[src/rtl/g_ecc_scrubber.sv]
// SECDED memory scrubber: sweeps a RAM word range, corrects single-bit
// errors in place through a Hamming decoder and logs every error it finds.

package G_RD_PROJ_functions;
  // Hamming check bits needed to cover data_size payload bits
  // (smallest r with 2**r >= data_size + r + 1).
  function automatic int ECC_bitsQnty(input int data_size);
    int r;
    r = 1;
    while ((2 ** r) < (data_size + r + 1)) r = r + 1;
    return r;
  endfunction
endpackage

// Codeword layout: bit 0 is the overall parity bit, bits 1..N are Hamming
// positions 1..N with check bits at the power-of-two positions.
module G_HammingDecoder #(
  parameter int p_dataSize          = 10,
  parameter int p_zeroWordDetection = 1,
  localparam int R = G_RD_PROJ_functions::ECC_bitsQnty(p_dataSize),
  localparam int N = p_dataSize + R,
  localparam int W = N + 1
) (
  input  logic [W-1:0] dataIn,
  output logic [W-1:0] dataOutWithECC,
  output logic         error,
  output logic         uncorrectable
);

  logic [R-1:0] syndrome;
  logic         parity;
  logic         hit;

  // Syndrome plus overall parity classify the word; a single flip is undone.
  always_comb begin
    syndrome       = '0;
    parity         = ^dataIn;
    hit            = 1'b0;
    error          = 1'b0;
    uncorrectable  = 1'b0;
    dataOutWithECC = dataIn;
    for (int i = 1; i <= N; i++) begin
      if (dataIn[i]) syndrome = syndrome ^ R'(i);
    end
    if ((p_zeroWordDetection != 0) && (dataIn == '0)) begin
      error         = 1'b1;
      uncorrectable = 1'b1;
    end else if (parity) begin
      error = 1'b1;
      if (syndrome == '0) begin
        dataOutWithECC[0] = ~dataIn[0];
      end else begin
        for (int i = 1; i <= N; i++) begin
          if (syndrome == R'(i)) begin
            dataOutWithECC[i] = ~dataIn[i];
            hit = 1'b1;
          end
        end
        // Syndrome points past the last position: cannot be a single flip.
        if (!hit) uncorrectable = 1'b1;
      end
    end else if (syndrome != '0) begin
      error         = 1'b1;
      uncorrectable = 1'b1;
    end
  end

endmodule

// state | meaning
// IDLE  | waiting for start
// RD    | requesting RAM, read strobe when granted
// CAP   | capturing read data into code_reg
// CHK   | classifying decoder result, updating counters
// WB    | requesting RAM, writing corrected codeword when granted
// NXT   | abort check / advance address
// DONE  | one-cycle done pulse
module g_ecc_scrubber #(
  parameter int p_dataSize          = 10,
  parameter int p_zeroWordDetection = 1,
  parameter int p_addrWidth         = 8,
  parameter int p_depth             = 256,
  parameter int p_cntWidth          = 16,
  localparam int W = p_dataSize + G_RD_PROJ_functions::ECC_bitsQnty(p_dataSize) + 1
) (
  input  logic                   clk,
  input  logic                   rst,
  input  logic                   start,
  input  logic                   abort,
  output logic                   busy,
  output logic                   done,
  output logic                   memReq,
  input  logic                   memGnt,
  output logic [p_addrWidth-1:0] memAddr,
  output logic                   memRdEn,
  input  logic [W-1:0]           memRdData,
  output logic                   memWrEn,
  output logic [W-1:0]           memWrData,
  output logic [p_cntWidth-1:0]  corrCnt,
  output logic [p_cntWidth-1:0]  uncorrCnt,
  output logic [p_addrWidth-1:0] lastErrAddr,
  output logic                   errSticky
);

  localparam logic [2:0] S_IDLE = 3'd0;
  localparam logic [2:0] S_RD   = 3'd1;
  localparam logic [2:0] S_CAP  = 3'd2;
  localparam logic [2:0] S_CHK  = 3'd3;
  localparam logic [2:0] S_WB   = 3'd4;
  localparam logic [2:0] S_NXT  = 3'd5;
  localparam logic [2:0] S_DONE = 3'd6;

  localparam logic [p_addrWidth-1:0] LAST_ADDR = p_addrWidth'(p_depth - 1);

  logic [2:0]   state;
  logic [W-1:0] code_reg;
  logic [W-1:0] dec_code;
  logic         dec_error;
  logic         dec_uncorr;

  G_HammingDecoder #(
    .p_dataSize          (p_dataSize),
    .p_zeroWordDetection (p_zeroWordDetection)
  ) u_dec (
    .dataIn         (code_reg),
    .dataOutWithECC (dec_code),
    .error          (dec_error),
    .uncorrectable  (dec_uncorr)
  );

  // Sweep sequencing, capture, error logging and write-data register.
  always_ff @(posedge clk) begin
    if (rst) begin
      state       <= S_IDLE;
      memAddr     <= '0;
      code_reg    <= '0;
      memWrData   <= '0;
      corrCnt     <= '0;
      uncorrCnt   <= '0;
      lastErrAddr <= '0;
      errSticky   <= 1'b0;
    end else begin
      case (state)
        S_IDLE: begin
          if (start) begin
            memAddr   <= '0;
            corrCnt   <= '0;
            uncorrCnt <= '0;
            errSticky <= 1'b0;
            state     <= S_RD;
          end
        end
        S_RD: begin
          if (memGnt) state <= S_CAP;
        end
        S_CAP: begin
          code_reg <= memRdData;
          state    <= S_CHK;
        end
        S_CHK: begin
          memWrData <= dec_code;
          if (dec_uncorr) begin
            if (uncorrCnt != '1) uncorrCnt <= uncorrCnt + 1'b1;
            lastErrAddr <= memAddr;
            errSticky   <= 1'b1;
            state       <= S_NXT;
          end else if (dec_error) begin
            if (corrCnt != '1) corrCnt <= corrCnt + 1'b1;
            lastErrAddr <= memAddr;
            state       <= S_WB;
          end else begin
            state <= S_NXT;
          end
        end
        S_WB: begin
          if (memGnt) state <= S_NXT;
        end
        S_NXT: begin
          if (abort || (memAddr == LAST_ADDR)) begin
            state <= S_DONE;
          end else begin
            memAddr <= memAddr + 1'b1;
            state   <= S_RD;
          end
        end
        S_DONE: state <= S_IDLE;
        default: state <= S_IDLE;
      endcase
    end
  end

  // RAM strobes are decoded from state so they can only fire in granted cycles.
  always_comb begin
    busy    = (state != S_IDLE);
    done    = (state == S_DONE);
    memReq  = (state == S_RD) || (state == S_WB);
    memRdEn = (state == S_RD) && memGnt;
    memWrEn = (state == S_WB) && memGnt;
  end

endmodule

[config.mk]
export PLATFORM = sky130hd
export DESIGN_NAME = g_ecc_scrubber
export DESIGN_NICKNAME = d
export VERILOG_FILES = /design/src/rtl/g_ecc_scrubber.sv
export SDC_FILE = /design/constraint.sdc
export NUM_CORES = 1
export LEC_CHECK = 0
export ABC_AREA = 1
export CELL_PAD_IN_SITES_DETAIL_PLACEMENT = 1
export CELL_PAD_IN_SITES_GLOBAL_PLACEMENT = 1
export CORE_MARGIN = 8
export CORE_UTILIZATION = 37
export DETAILED_ROUTE_END_ITERATION = 12
export PLACE_DENSITY = 0.78
export REMOVE_ABC_BUFFERS = 1
export SKIP_LAST_GASP = 1
export SYNTH_ARGS = -nofsm -noshare
export SYNTH_HDL_FRONTEND = slang
export SYNTH_SLANG_ARGS = --single-unit
[constraint.sdc]
create_clock -name clk -period 2.7 [get_ports clk]
set_input_delay 0.27 -clock clk [delete_from_list [all_inputs] [get_ports clk]]
set_output_delay 0.27 -clock clk [all_outputs]
set_load 0.05 [all_outputs]
# --- Yosys cells after proc, flatten, opt, wreduce, memory -nomap -nowiden ---
# Cells that the tools add are included.
word_totals:
  register_bits: 82
  latch_bits: 0
  ramBits: 0
  rom_bits: 0
  in_bits: 20
  elab_cells: 169
  memories: 0
classes:
  n_addsub: 3
  multipliers: 0
  n_div: 0
  order_cmp: 0
  n_eq_ne: 32
  n_shift: 0
  mux: 79
  bitwise_logic: 28
  n_reduce_logical: 19
ops:
  columns: ["cell", "n"]
  rows:
  - ["two-way mux 16 bit", 6]
  - ["case mux 16 bit (2 select lines)", 2]
  - ["two-way mux 1 bit", 44]
  - ["adder 16 x 1 -> 16 bit, second input constant", 2]
  - ["two-way mux 8 bit", 4]
  - ["!= test 16 bit, second input constant", 2]
  - ["two-way mux 15 bit", 2]
  - ["== test 4 bit, second input constant", 7]
  - ["two-way mux 4 bit", 7]
  - ["two-way mux 3 bit", 8]
  - ["!= test 2 bit, second input constant", 9]
  - ["case mux 3 bit (6 select lines)", 1]
  - ["== test 4 x 3 -> 1 bit, second input constant", 4]
  - ["case mux 8 bit (2 select lines)", 1]
  - ["logical NOT 15 bit", 1]
  - ["inverter 1 bit", 15]
  - ["parity 15 bit", 1]
  - ["two-way mux 14 bit", 1]
  - ["inverter 2 bit", 6]
  - ["inverter 3 bit", 4]
  - ["== test 3 bit, second input constant", 3]
  - ["AND reduction 3 bit", 3]
  - ["adder 8 x 1 -> 8 bit, second input constant", 1]
  - ["== test 4 x 2 -> 1 bit, second input constant", 2]
  - ["other kinds (17)", 25]

# --- Logic depth before layout (Yosys ltp) ---
logic_depth:
  word_depth: 48
  ltp_mapped: 18

# --- By module ---
# A second synthesis with hierarchy kept.
hier_totals:
  cells_unflattened: 795
  area_unflattened_um2: 5081.1
by_module_without_submodules:
  columns: ["mod", "n_inst", "cells_per_inst", "area_each_um2", "seq_area_each_um2"]
  rows:
  - ["g_ecc_scrubber", 1, 572, 3885.0, 1641.6]
  - ["G_HammingDecoder", 1, 223, 1196.1, 0.0]

# --- Least setup slack after synthesis ---
# No wires, ideal clock.
synth_path:
  kind: "register to register"
  startpoint: "register uncorrCnt[0]"
  endpoint: "register uncorrCnt[12]"
  setup_ns: 0.130
  t_arrival_ns: 2.234
  required_time_ns: 2.570
  slack_ns: 0.337
  stages_incl_launch_ff: 12
  cell_sequence: "dfxtp_1 -> ha_1 -> nand2_1 -> nor3_1 -> nand3_1 -> nor3_1 -> nand4_1 -> nand3_4 -> nand2_4 -> buf_12 -> nand2_2 -> a21oi_2"
synth_between:
  elab_chain_cells: 4
  elab_cells_between_ends: 7
synth_lines:
  columns: ["item", "line", "rtl"]
  rows:
  - ["start, declared", "100", "output logic [p_cntWidth-1:0] uncorrCnt,"]
  - ["start signal, assigned", "163", "if (uncorrCnt != '1) uncorrCnt <= uncorrCnt + 1'b1;"]
  - ["adder 16 x 1 -> 16 bit", "163", null]
  - ["two-way mux 16 bit", "163", null]
  - ["two-way mux 16 bit", "162", "if (dec_uncorr) begin"]
  - ["case mux 16 bit (2 select lines)", "143", "case (state)"]
# Several ways; a longest one is shown, not always the timed one. The select of a mux whose other input is x is not followed.
# A chain may end at the register's enable or synchronous reset.

# --- Final worst setup path ---
layout_path:
  startpoint: "register code_reg[5]"
  endpoint: "register uncorrCnt[11]"
layout_between:
  elab_chain_cells: 39
  elab_cells_between_ends: 59
layout_lines:
  columns: ["item", "line", "rtl"]
  rows:
  - ["start, declared", "116", "logic [W-1:0] code_reg;"]
  - ["start signal, assigned", "157", "code_reg <= memRdData;"]
  - ["two-way mux 3 bit", "43", "if (dataIn[i]) syndrome = syndrome ^ R'(i);"]
  - ["inverter 2 bit (no source line)", null, null]
  - ["two-way mux 3 bit", "43", null]
  - ["inverter 3 bit (no source line)", null, null]
  - ["two-way mux 3 bit", "43", null]
  - ["two-way mux 4 bit (4 in a row)", "43", null]
  - ["inverter 2 bit (no source line)", null, null]
  - ["two-way mux 4 bit", "43", null]
  - ["(+20 left out)", null, null]
  - ["two-way mux 1 bit", "48", "end else if (parity) begin"]
  - ["two-way mux 1 bit", "45", "if ((p_zeroWordDetection != 0) && (dataIn == '0)) begin"]
  - ["two-way mux 1 bit", "60", "if (!hit) uncorrectable = 1'b1;"]
  - ["two-way mux 1 bit", "50", "if (syndrome == '0) begin"]
  - ["two-way mux 1 bit", "48", null]
  - ["two-way mux 1 bit (*)", "45", null]
  - ["!= test 2 bit (no source line) (*)", null, null]
  - ["AND reduction 4 bit (no source line) (*)", null, null]
# Every way passes the cells marked *; elsewhere a longest branch is shown, timed or not. The select of a mux whose other input is x is not followed.

==> reports/results.ini <==
[status]
status=completed

[run]
maxCapViolCount=0

[yosys]
synthFlopType=dfxtp_1
synth.largest_area_cell=dfxtp_1
ys_types=42
synth_top_area_share_pct=33.0
synthArstFlopShare_pct=0
syn_area_sq_mm=0.00498
yosysSeqAreaShare_pct=33.0
synth_seq_cells=82
yosys_warnings=0
synth.avg_cell_area_sq_um=6.68
synthTopCellsByArea=dfxtp_1 (33%), nand2_1 (12%), nor2_1 (9.0%)
synth_edf_count=0
syn-instance-count=746

[die]
die_h_microns=132
std_cell_rows=42
die_w_microns=132
core_sq_mm=0.0132
ios=89
dieArea_sq_mm=0.0174
start_util_pct=37.8

[drt]
drt_iter0_drc=218
route.detailed.drc=0
drt_pass1_iterations=4
wl_per_cell_microns=15.7
routed_wl_mm=16.0
post_drt_via_cell_ratio=5.03
drtAntennaViolNets=0
vias=5130

[finish]
mostFrequentLayoutCell=nand2_1
layout.cells.non_filler=1020
fin_nets=871
top_regs=corrCnt: 16 flops, uncorrCnt: 16 flops
fin_util_pct=48.7
layout_common_cells=nand2_1 (162), nor2_1 (119), clkdlybuf4s50_1 (87), dfxtp_1 (81), inv_1 (72)
antenna_cells=0
drive_gt1_share_pct=11.3
area_delta_synth_final_pct=29.0

[pwr]
vdd_drop_max_mv=0.318
power.density_mw_per_mm2=678
leakage_nw=2.52
combPwrFrac_pct=39.9
total_power_mw=4.36
intPower_mw=2.59
switching_share_pct=40.5
power_frac_clock_pct=29.1
seqPwrFrac_pct=31.1
p_sw_mw=1.77

[timing]
slew_viol_final=0
grt_setup_unrepaired=no
clock.fmax_mhz=401
period_minus_slack_ns=2.49
hold_viol_final=0
worst_pin_slew_ns=0.844
max_slew_margin_pct=43.7
period_share_pct=92.3
finalSetupViolations=0
skew_ns=0.00656
setup_slack_ns=0.208

[setup_path]
path_class=reg2reg
crit_path_cell_trace=inv_1, ha_1, nand2_1, inv_1, nor2_1, nand2_1, nand2_1, nand2_1, nand2_2, nand3_2, nor2_4, nor2_4, nand3_4, nand2_8, buf_4, nand2_2, a21oi_2
start_kind=flip-flop
path_delay_family=simple AND/OR/NAND/NOR gates
critical-path-max-stage-delay_ns=0.36
critPathRequiredTime_ns=2.91
cpMostUsedCell=nand2_1
critPathArrivalTime_ns=2.70
slowest_stage=ha_1
cp-end-kind=flip-flop
worst-path-buf-inv=3
crit_path_max_fanout=14

[global_routing]
grt_first_pass_wirelength_mm=26.5
grt_usage_pct=18.3
antenna_found_initial=0
overflow=0
grt_max_degree=46
grt_pass1_vias=5351

[cts]
cts.htree.levels=3
ctsLongestPathBuffers=2
cts_made_buffers=9
clock-sinks=82
cts_root_buf=clkbuf_16
cts_tree=built
postCtsHoldBufs=0
cts.clk_slew.worst_paths_ns=0.06
insertion_delay_ns=0.35

[placed_design]
hpwl_mm=11.8
place_congestion=0.919
place_inst=996
pre_cts_ws_ns=0.0564
port_buffers=88

[hold_path]
hp-class=in2reg

## metrics by stage
step | hold WS [ns] | cell area, sq um | TNS [ns]
after global placement | 0.460 | 6000 | 0
after global routing | 0.505 | 6420 | 0
after floorplan | 0.332 | 4820 | -8.48
after CTS | 0.458 | 6290 | 0
after detailed placement | 0.476 | 6000 | 0
final | 0.467 | 6420 | 0
## logic make-up after synthesis
logic type | Yosys count | synth area share [%]
flip-flops | 82 | 33.0
AND/OR/NAND/NOR | 411 | 37.2
buffers and inverters | 106 | 9.47
XOR/XNOR | 38 | 6.83
AO/OA/AOI/OAI | 99 | 11.0
adder cells (fa/ha/maj) | 10 | 2.51
## per-layer routing
layer  vias to the layer above  share of wire, %  global-route usage [%]
li1                       2572                 -                       -
met1                      2468                44                    21.1
met2                        74                50                    32.8
met3                        16               4.2                    4.73
met4                         0               1.1                    4.79
met5                         -                 0                       0
## final cells by class
type | count | area, sq um
Fill cell | 1704 | 6770
Clock buffer | 11 | 253
Multi-Input combinational cell | 558 | 2910
Clock inverter | 3 | 40.0
Tap cell | 176 | 220
Timing Repair Buffer | 109 | 1050
Inverter | 81 | 314
Sequential cell | 82 | 1640
## repair_timing
item,in CTS,in global routing
setup buffers,0,10
endpoints found under the setup margin,0,33
resized for setup,0,7
## Yosys cell counts (3+ instances only)
library cell / number
o21ai_0: 36
xor2_1: 30
buf_2: 3
dfxtp_1: 82
xnor2_1: 7
nand4_1: 14
a21oi_2: 11
nor2_1: 120
nand2_1: 162
o21ai_1: 3
inv_2: 7
nand2_4: 5
nand3_1: 56
inv_1: 72
nor4_1: 3
buf_1: 3
nand2_2: 18
nor3_1: 16
buf_6: 5
nand3b_1: 3
ha_1: 10
nor2_4: 3
clkbuf_1: 11
a21oi_1: 45
## path summary, 6_finish.rpt
path,start,slack [ns],to,cells after the start
worst max register to register,code_reg[5],0.21,uncorrCnt[11],17
worst min register to register,memWrData[14],0.48,memWrData[14],2
worst min-delay path,rst,0.47,uncorrCnt[1],4
worst max-delay path,code_reg[5],0.21,uncorrCnt[11],17
## power groups by stage
stage	Combinational, mW	Clock, mW	Sequential, mW
finish	1.74	1.27	1.35
global route	1.90	1.34	1.37
CTS	1.66	1.29	1.35
detailed placement	1.65	0	1.38
global placement	1.60	0	1.37
floorplan	1.02	0	1.49
## worst reg2reg max path, delay by kind of cell, from the launching register on
kind / cells / cell delay, ns
and+or+nand+nor: 12 / 1.27
adders and majority gates: 1 / 0.36
DFF: 1 / 0.35
buffers and inverters: 3 / 0.31
AOI/OAI and AO/OA: 1 / 0.05
Note: power is estimated with default switching activity, not from simulation.
